File: config.mk
export PLATFORM = sky130hd
export DESIGN_NAME = vga_sync_decoder
export DESIGN_NICKNAME = d
export VERILOG_FILES = /design/src/rtl/vga_sync_decoder.sv
export SDC_FILE = /design/constraint.sdc
export NUM_CORES = 1
export LEC_CHECK = 0
export CORE_ASPECT_RATIO = 1.5
export CORE_MARGIN = 3
export CORE_UTILIZATION = 54
export DETAILED_ROUTE_END_ITERATION = 10
export GPL_TIMING_DRIVEN = 0
export PLACE_DENSITY_LB_ADDON = 0.12
export SYNTH_ARGS = -nofsm -noshare
export SYNTH_HDL_FRONTEND = slang
export SYNTH_SLANG_ARGS = --single-unit
export TNS_END_PERCENT = 50
File: constraint.sdc
create_clock -name Clk -period 3 [get_ports Clk]
set_clock_uncertainty 0.15 [all_clocks]
set_input_delay 0.6 -clock Clk [delete_from_list [all_inputs] [get_ports Clk]]
set_output_delay 0.6 -clock Clk [all_outputs]
set_load 0.02 [all_outputs]
File: src/rtl/vga_sync_decoder.sv
// Recovers pixel column/line row, data enable and horizontal lock from raw
// active-low VGA sync inputs, measuring each line against the expected length.
module vga_sync_decoder #(
  parameter int unsigned H_SYNC     = 96,
  parameter int unsigned H_BP       = 48,
  parameter int unsigned H_ACTIVE   = 640,
  parameter int unsigned H_TOTAL    = 800,
  parameter int unsigned V_SYNC     = 2,
  parameter int unsigned V_BP       = 33,
  parameter int unsigned V_ACTIVE   = 480,
  parameter int unsigned LOCK_LINES = 4
) (
  input  logic       Clk,
  input  logic       Rst,
  input  logic       hsync_in,
  input  logic       vsync_in,
  output logic [9:0] x,
  output logic [9:0] y,
  output logic       de,
  output logic       locked,
  output logic       newline_out,
  output logic       newframe_out,
  output logic       lock_err,
  output logic [9:0] line_len
);

  localparam logic [10:0] H_START   = 11'(H_SYNC + H_BP);
  localparam logic [10:0] H_END     = 11'(H_SYNC + H_BP + H_ACTIVE - 1);
  localparam logic [10:0] V_START   = 11'(V_SYNC + V_BP);
  localparam logic [10:0] V_END     = 11'(V_SYNC + V_BP + V_ACTIVE - 1);
  localparam logic [9:0]  LEN_GOOD  = 10'(H_TOTAL);
  localparam logic [2:0]  LOCK_LAST = 3'(LOCK_LINES - 1);

  typedef enum logic [1:0] {SEARCH, CHECK, LOCKED} state_t;

  state_t     state;
  logic       hs_q, hs_d, vs_q, vs_d;
  logic       hfall, vfall, pend, timeout;
  logic [9:0] pcnt, lcnt, meas_len;
  logic [2:0] good_cnt;
  logic       hact, vact;

  always_comb begin
    hfall    = hs_d & ~hs_q;
    vfall    = vs_d & ~vs_q;
    meas_len = (pcnt == '1) ? pcnt : pcnt + 10'd1;
    // Fires on the clock that moves pcnt into saturation, so a later fall
    // at a saturated count is treated as an ordinary search fall.
    timeout  = !hfall && (pcnt == 10'd1022);
    hact     = ({1'b0, pcnt} >= H_START) && ({1'b0, pcnt} <= H_END);
    vact     = ({1'b0, lcnt} >= V_START) && ({1'b0, lcnt} <= V_END);
    x        = hact ? pcnt - H_START[9:0] : '0;
    y        = vact ? lcnt - V_START[9:0] : '0;
    de       = hact & vact & locked;
  end

  always_ff @(posedge Clk or posedge Rst) begin
    if (Rst) begin
      hs_q         <= 1'b1;
      hs_d         <= 1'b1;
      vs_q         <= 1'b1;
      vs_d         <= 1'b1;
      pcnt         <= '0;
      lcnt         <= '0;
      pend         <= 1'b0;
      line_len     <= '0;
      newline_out  <= 1'b0;
      newframe_out <= 1'b0;
    end else begin
      hs_q         <= hsync_in;
      hs_d         <= hs_q;
      vs_q         <= vsync_in;
      vs_d         <= vs_q;
      newline_out  <= hfall;
      newframe_out <= hfall & (pend | vfall);
      if (hfall) begin
        pcnt     <= '0;
        line_len <= meas_len;
        if (pend | vfall) begin
          lcnt <= '0;
          pend <= 1'b0;
        end else if (lcnt != '1) begin
          lcnt <= lcnt + 10'd1;
        end
      end else begin
        if (pcnt != '1) pcnt <= pcnt + 10'd1;
        if (vfall) pend <= 1'b1;
      end
    end
  end

  always_ff @(posedge Clk or posedge Rst) begin
    if (Rst) begin
      state    <= SEARCH;
      good_cnt <= '0;
      locked   <= 1'b0;
      lock_err <= 1'b0;
    end else begin
      lock_err <= 1'b0;
      if (timeout) begin
        state    <= SEARCH;
        good_cnt <= '0;
        locked   <= 1'b0;
      end else if (hfall) begin
        case (state)
          SEARCH: begin
            state    <= CHECK;
            good_cnt <= '0;
            locked   <= 1'b0;
          end
          CHECK: begin
            if (meas_len == LEN_GOOD) begin
              if (good_cnt == LOCK_LAST) begin
                state    <= LOCKED;
                good_cnt <= '0;
                locked   <= 1'b1;
              end else begin
                good_cnt <= good_cnt + 3'd1;
              end
            end else begin
              good_cnt <= '0;
            end
          end
          LOCKED: begin
            if (meas_len != LEN_GOOD) begin
              state    <= CHECK;
              good_cnt <= '0;
              locked   <= 1'b0;
              lock_err <= 1'b1;
            end
          end
          default: begin
            state    <= SEARCH;
            good_cnt <= '0;
            locked   <= 1'b0;
          end
        endcase
      end
    end
  end

endmodule

# Word-level counts from Yosys, hierarchy flattened
# Index checks and enable logic that the tools add are counted.
[word_totals] input_bits=4 output_inout_bits=35 reg_bits=44 word_cells=89
[op_classes] eq_ne=13 n_addsub=5 n_mux=32 n_lt_le_gt_ge=4 bitwise_logic=8 reduce_logical=13
[op_table] cell="10-bit 2-to-1 mux" n=7
[op_table] cell="10-bit == test, second input constant" n=3
[op_table] cell="10-bit != test, second input constant" n=3
[op_table] cell="10-bit by 1-bit adder with 10-bit output, second input constant" n=2
[op_table] cell="10-bit less-or-equal comparator, second input constant" n=2
[op_table] cell="3-bit 2-to-1 mux" n=5
[op_table] cell="1-bit 2-to-1 mux" n=12
[op_table] cell="10-bit by 6-bit >= comparator with 1-bit output, second input constant" n=1
[op_table] cell="10-bit by 8-bit >= comparator with 1-bit output, second input constant" n=1
[op_table] cell="2-bit 2-to-1 mux" n=5
[op_table] cell="10-bit by 6-bit subtractor with 10-bit output, second input constant" n=1
[op_table] cell="10-bit by 8-bit subtractor with 10-bit output, second input constant" n=1
[op_table] cell="3-bit != test, second input constant" n=3
[op_table] cell="2-bit nonzero test" n=4
[op_table] cell="2-bit case mux with 3 select lines" n=1
[op_table] cell="3-bit case mux with 2 select lines" n=1
[op_table] cell="2-bit AND reduction" n=3
[op_table] cell="1-bit bitwise AND" n=5
[op_table] cell="4-bit AND reduction" n=1
[op_table] cell="3-bit by 1-bit adder with 3-bit output, second input constant" n=1
[op_table] cell="3-bit by 2-bit == test with 1-bit output, second input constant" n=1
[op_table] cell="1-bit logical AND" n=3
[op_table] cell="2-bit by 1-bit == test with 1-bit output, second input constant" n=1
[op_table] cell="2-bit == test, second input constant" n=1
[op_table] cell="6 further kinds" n=7

# Longest topological paths before layout
[depth] ltp_word=7 mapped_depth=8 ltp_nobuf=7

# Least setup slack after synthesis
# Ideal clock, no wire load.
[synth_path] kind="flip-flop to output port" start="reg pcnt[1]" end="out de" path_stages_with_launch=8 n_path_buf=1 required_ns=2.250 arrival_time_ns=2.058 setup_slack_ns=0.192 cell_sequence="dfrtp_1 ha_1 and3_2 a21oi_1 o311ai_0 o21ai_0 clkbuf_1 nor3b_1"
[synth_via] elab_chain_len=4 word_cells_on_any_way=5 cone_classes="2 x order compare; 2 x bitwise; 1 x reduce/logical"
[synth_rtl] element="start: declaration" line="39" text="logic [9:0] pcnt, lcnt, meas_len;"
[synth_rtl] element="start signal: assignment" line="86" text="if (pcnt != '1) pcnt <= pcnt + 10'd1;"
[synth_rtl] element="10-bit by 8-bit >= comparator with 1-bit output / 10-bit less-or-equal comparator (equally long branches)" line="50" text="hact = ({1'b0, pcnt} >= H_START) && ({1'b0, pcnt} <= H_END);"
[synth_rtl] element="1-bit logical AND *" line="50"
[synth_rtl] element="1-bit bitwise AND * (2 in series)" line="54" text="de = hact & vact & locked;"
[synth_rtl] element="end: declaration" line="19" text="output logic de,"
# Every way passes the cells marked *; elsewhere a longest branch is shown, timed or not.

# Worst setup path after layout
[layout_path] start="reg lcnt[1]" end="out y[8]"
[layout_via] elab_chain_len=3 word_cells_on_any_way=5 cone_classes="1 x add/sub; 2 x order compare; 1 x mux; 1 x reduce/logical"
[layout_rtl] element="start: declaration" line="39"
[layout_rtl] element="start signal: assignment" line="83" text="lcnt <= lcnt + 10'd1;"
[layout_rtl] element="10-bit by 6-bit >= comparator with 1-bit output / 10-bit less-or-equal comparator (equally long branches)" line="51" text="vact = ({1'b0, lcnt} >= V_START) && ({1'b0, lcnt} <= V_END);"
[layout_rtl] element="1-bit logical AND" line="51"
[layout_rtl] element="10-bit 2-to-1 mux *" line="53" text="y = vact ? lcnt - V_START[9:0] : '0;"
[layout_rtl] element="end: declaration" line="18" text="output logic [9:0] y,"
# Marked as above.

==> summary.txt <==
=================================================================================
LEAKAGE ............................................................   0.00151 uW
Power density over the cells .......................................  465 mW/mm^2
Initial Util .......................................................        56.0%
DRC viols ..........................................................            0
Post-detailed-route count of antenna-violating nets ................            0
Global route overflow ..............................................            0
Yosys warning total ................................................            0
Number of buffers on the longest clock path ........................            2
Total Routing Usage GR .............................................        23.9%
Total of flip-flops plus latches after synthesis ...................           44
Setup-violating endpoint count in the final report .................            0
Number of flops mapped to enable cells by yosys ....................            0
Required time reported for the critical path endpoint ..............      2.25 ns
Mapped cell area ................................................... 0.00254 sq mm
Primary flip-flop cell chosen by synthesis mapping .................      dfrtp_1
Biggest area contributors in the synthesized netlist ............... dfrtp_1, nor2_1, ha_1, nand2_1, o21ai_0
Port Buffer Count ..................................................           38
Source-to-sink clock delay at the later pin of the worst-skew pair .      0.30 ns
Number of max-slew violations in the final report ..................            0
Proportion of layout cells with a drive suffix above 1 .............        24.0%
Total inserted antenna cells .......................................            0
Post-Route Utilization .............................................        72.1%
Portion of the post-synthesis area used by sequential elements .....        43.5%
Path category of the worst min-delay check ......................... flip-flop to flip-flop
Largest net degree at the start of global routing ..................           45
Result of the run .................................................. finished, final reports clean
Most used cell along the critical path .............................      a21oi_1
Top cell type's share of synthesized area ..........................        39.4%
Achievable frequency ...............................................      339 MHz
Top Ports ..........................................................           39
Arrival time at the worst endpoint .................................      2.20 ns
Net count after synthesis ..........................................          305
Least-Margin Pin Slew ..............................................     0.595 ns
First-pass iteration count of the detailed router ..................            4
Aggregate routed wire length .......................................      6.24 mm
Worst relative slew slack ..........................................        60.1%
Area of all placed cells without fillers ........................... 0.00328 sq mm
Area of the core ................................................... 0.00454 sq mm
Root buf cell ......................................................     clkbuf_8
Initial DRC Count ..................................................          125
Hold violation count in the final report ...........................            0
Launch point of the worst reg-to-reg path ..........................      pcnt[4]
Gp weighted congestion .............................................        0.912
Gate count of the mapped netlist ...................................          291
Antenna violations before repair ...................................            0
Class of the most critical setup path .............................. flip-flop to output port
Number of vias per cell ............................................         5.55
Synth cell types ...................................................           51
Vertical extent of the die ......................................... 90.1 microns
WP buf/inv .........................................................            2
Final worst path period share ......................................        98.2%
Half-perimeter wire length of the detailed placement result ........      4.46 mm
Total clock buffers created by CTS .................................            5
Max_cap viols ......................................................            0
Crit path launch type ..............................................    flip-flop
Width of the die ................................................... 62.0 microns
Worst Setup End Kind ...............................................  output port
Clock net sink count ...............................................           44
Kind of cell adding the most delay to the critical path ............ compound AO/OA/AOI/OAI gates
Layout-stage area growth over the synthesis result .................        28.8%
Worst Path Max Fanout ..............................................            7
Cell at the slowest stage of the critical path .....................      dfrtp_2
Ys async rst share .................................................         100%
Library cell occupying the most area in the post-synthesis netlist .      dfrtp_1
Sum Neg Setup Slack ................................................         0 ns
Instance area at placement ......................................... 0.00302 sq mm
Post-layout net count ..............................................          363
Global-route wire length before repair .............................      10.1 mm
Source of the worst hold timing path ...............................         hs_q
Via count of the first global-routing pass .........................         2253
Average cell area after synthesis ..................................   8.74 sq um
DIE AREA ........................................................... 0.00559 sq mm
Total design power .................................................      1520 uW
Worst-case vdd ir drop .............................................     0.467 mV
Number of standard cells in the final layout excluding fillers .....          414
CTS H-tree lvls ....................................................            2
Maximum single-stage delay on the critical path ....................      0.46 ns
CTS tree ...........................................................        built
Crit path launch ...................................................      lcnt[1]
Placed insts .......................................................          394
Routed len/inst .................................................... 15.1 microns
Final critical-path required period ................................      2.95 ns
Chain of cells forming the critical path ........................... ha_4, o41ai_4, a21oi_1, a31oi_2, buf_4, a21oi_1, clkdlybuf4s15_1
Clock transition at the registers of the reported paths ............      0.09 ns
Routed vias ........................................................         2299
Number of standard-cell rows in the floorplan ......................           30
=================================================================================
## sequential cells by signal, summed over array words and instances, names as in the netlist
register	cells
vs_d	1
good_cnt	3
locked	1
newframe_out	1
lock_err	1
line_len	10
vs_q	1
pcnt	10
lcnt	10
newline_out	1
hs_d	1
pend	1
hs_q	1
state	2
## synthesized netlist by cell type, drive strengths merged, types with 2 or more instances
cell and instances:
nor2 46, a21oi 14, a31oi 2, nand4 4
nor2b 5, nor3 8, o31a 2, ha 10
or2 2, xor2 5, o41ai 2, inv 11
dfstp 4, nor4 2, nor3b 2, o2111a 2
o21ai 23, nand2 33, and3 6, o21a 2
dfrtp 40, nand3 10, nor4b 3, mux2 2
xnor2 10, mux2i 2, and2 5, nand2b 5
o31ai 3, clkbuf 8, buf 5, and4 2
## metrics by stage
stage	setup WS [ns]	hold WS, ns
CTS	-0.00185	0.218
finish	0.0534	0.217
global route	-0.0421	0.223
floorplan	0.192	0.201
global placement	-0.458	0.203
detailed placement	-0.492	0.205
## layout by cell type (no fill, tap or decap), types with 2 or more instances in the layout
master	synthesis	layout
clkbuf_2	0	9
clkdlybuf4s15_2	0	7
dfrtp_1	40	34
mux2_2	2	2
clkbuf_1	8	6
nor3b_1	2	2
inv_2	0	3
nand2b_1	5	5
buf_4	0	14
and4_1	2	2
o31a_1	2	2
clkbuf_8	0	5
o21a_1	2	2
ha_1	10	8
clkdlybuf4s50_1	0	17
and3_1	5	5
nand2_1	33	33
and2_1	4	4
nor3_2	0	2
nand4_1	3	3
mux2i_1	2	2
o31ai_1	3	2
buf_2	5	7
o21ai_0	23	22
xor2_1	5	5
ha_4	0	2
a21oi_1	14	13
inv_1	11	7
dfrtp_2	0	6
nor4b_1	3	3
nor2_1	46	46
xnor2_1	10	10
dfstp_2	4	4
nor2b_1	5	5
nand3_1	9	9
nor3_1	7	5
## timing repair
item / in CTS / in global routing
cloned: 2 / 0
endpoints found under the setup margin: 21 / 21
pin swaps: 3 / 2
setup buffers: 6 / 5
hold buffers: 0 / 0
resized for setup: 67 / 30
## cells by family after synthesis
logic type	after synthesis	synth area share, %
compound gates	58	14.4
xor+xnor	15	5.16
fa+ha+maj	10	4.92
buf+inv	25	3.93
flops	44	43.5
mux	4	1.67
simple gates	135	26.5
## cell type report
type | count | area (sq um)
Multi-Input combinational cell | 222 | 1420
Fill cell | 359 | 1260
Sequential cell | 44 | 1110
Timing Repair Buffer | 52 | 445
Tap cell | 64 | 80.1
Clock buffer | 5 | 68.8
Buffer | 12 | 57.6
Inverter | 12 | 47.5
Clock inverter | 3 | 46.3
## per-layer routing
| layer | global-route usage (%) | routed length (microns) | up-vias |
|---|---|---|---|
| met1 | 26.7 | 2360 | 1097 |
| met3 | 4.45 | 193 | 17 |
| li1 | - | - | 1119 |
| met4 | 11.7 | 190 | 0 |
| met5 | 0 | 0 | - |
| met2 | 40.9 | 3490 | 66 |
## worst paths after layout
| kind | to | slack, ns | depth (start not counted) |
|---|---|---|---|
| setup / recovery | y[8] | 0.05 | 7 |
| setup reg to reg | state[0] | 0.56 | 8 |
| hold reg to reg | hs_d | 0.22 | 0 |
| max in group asynchronous | hs_q | 1.96 | 3 |
| hold / removal | hs_d | 0.22 | 0 |
| min in group asynchronous | good_cnt[1] | 0.47 | 3 |
## report_power, final
group	switching [uW]	internal [uW]	leakage (uW)
sequential	52.5	650	0.000574
clock	222	251	0.0000548
combinational	203	145	0.000877
Power figures use the tool's default switching activity.
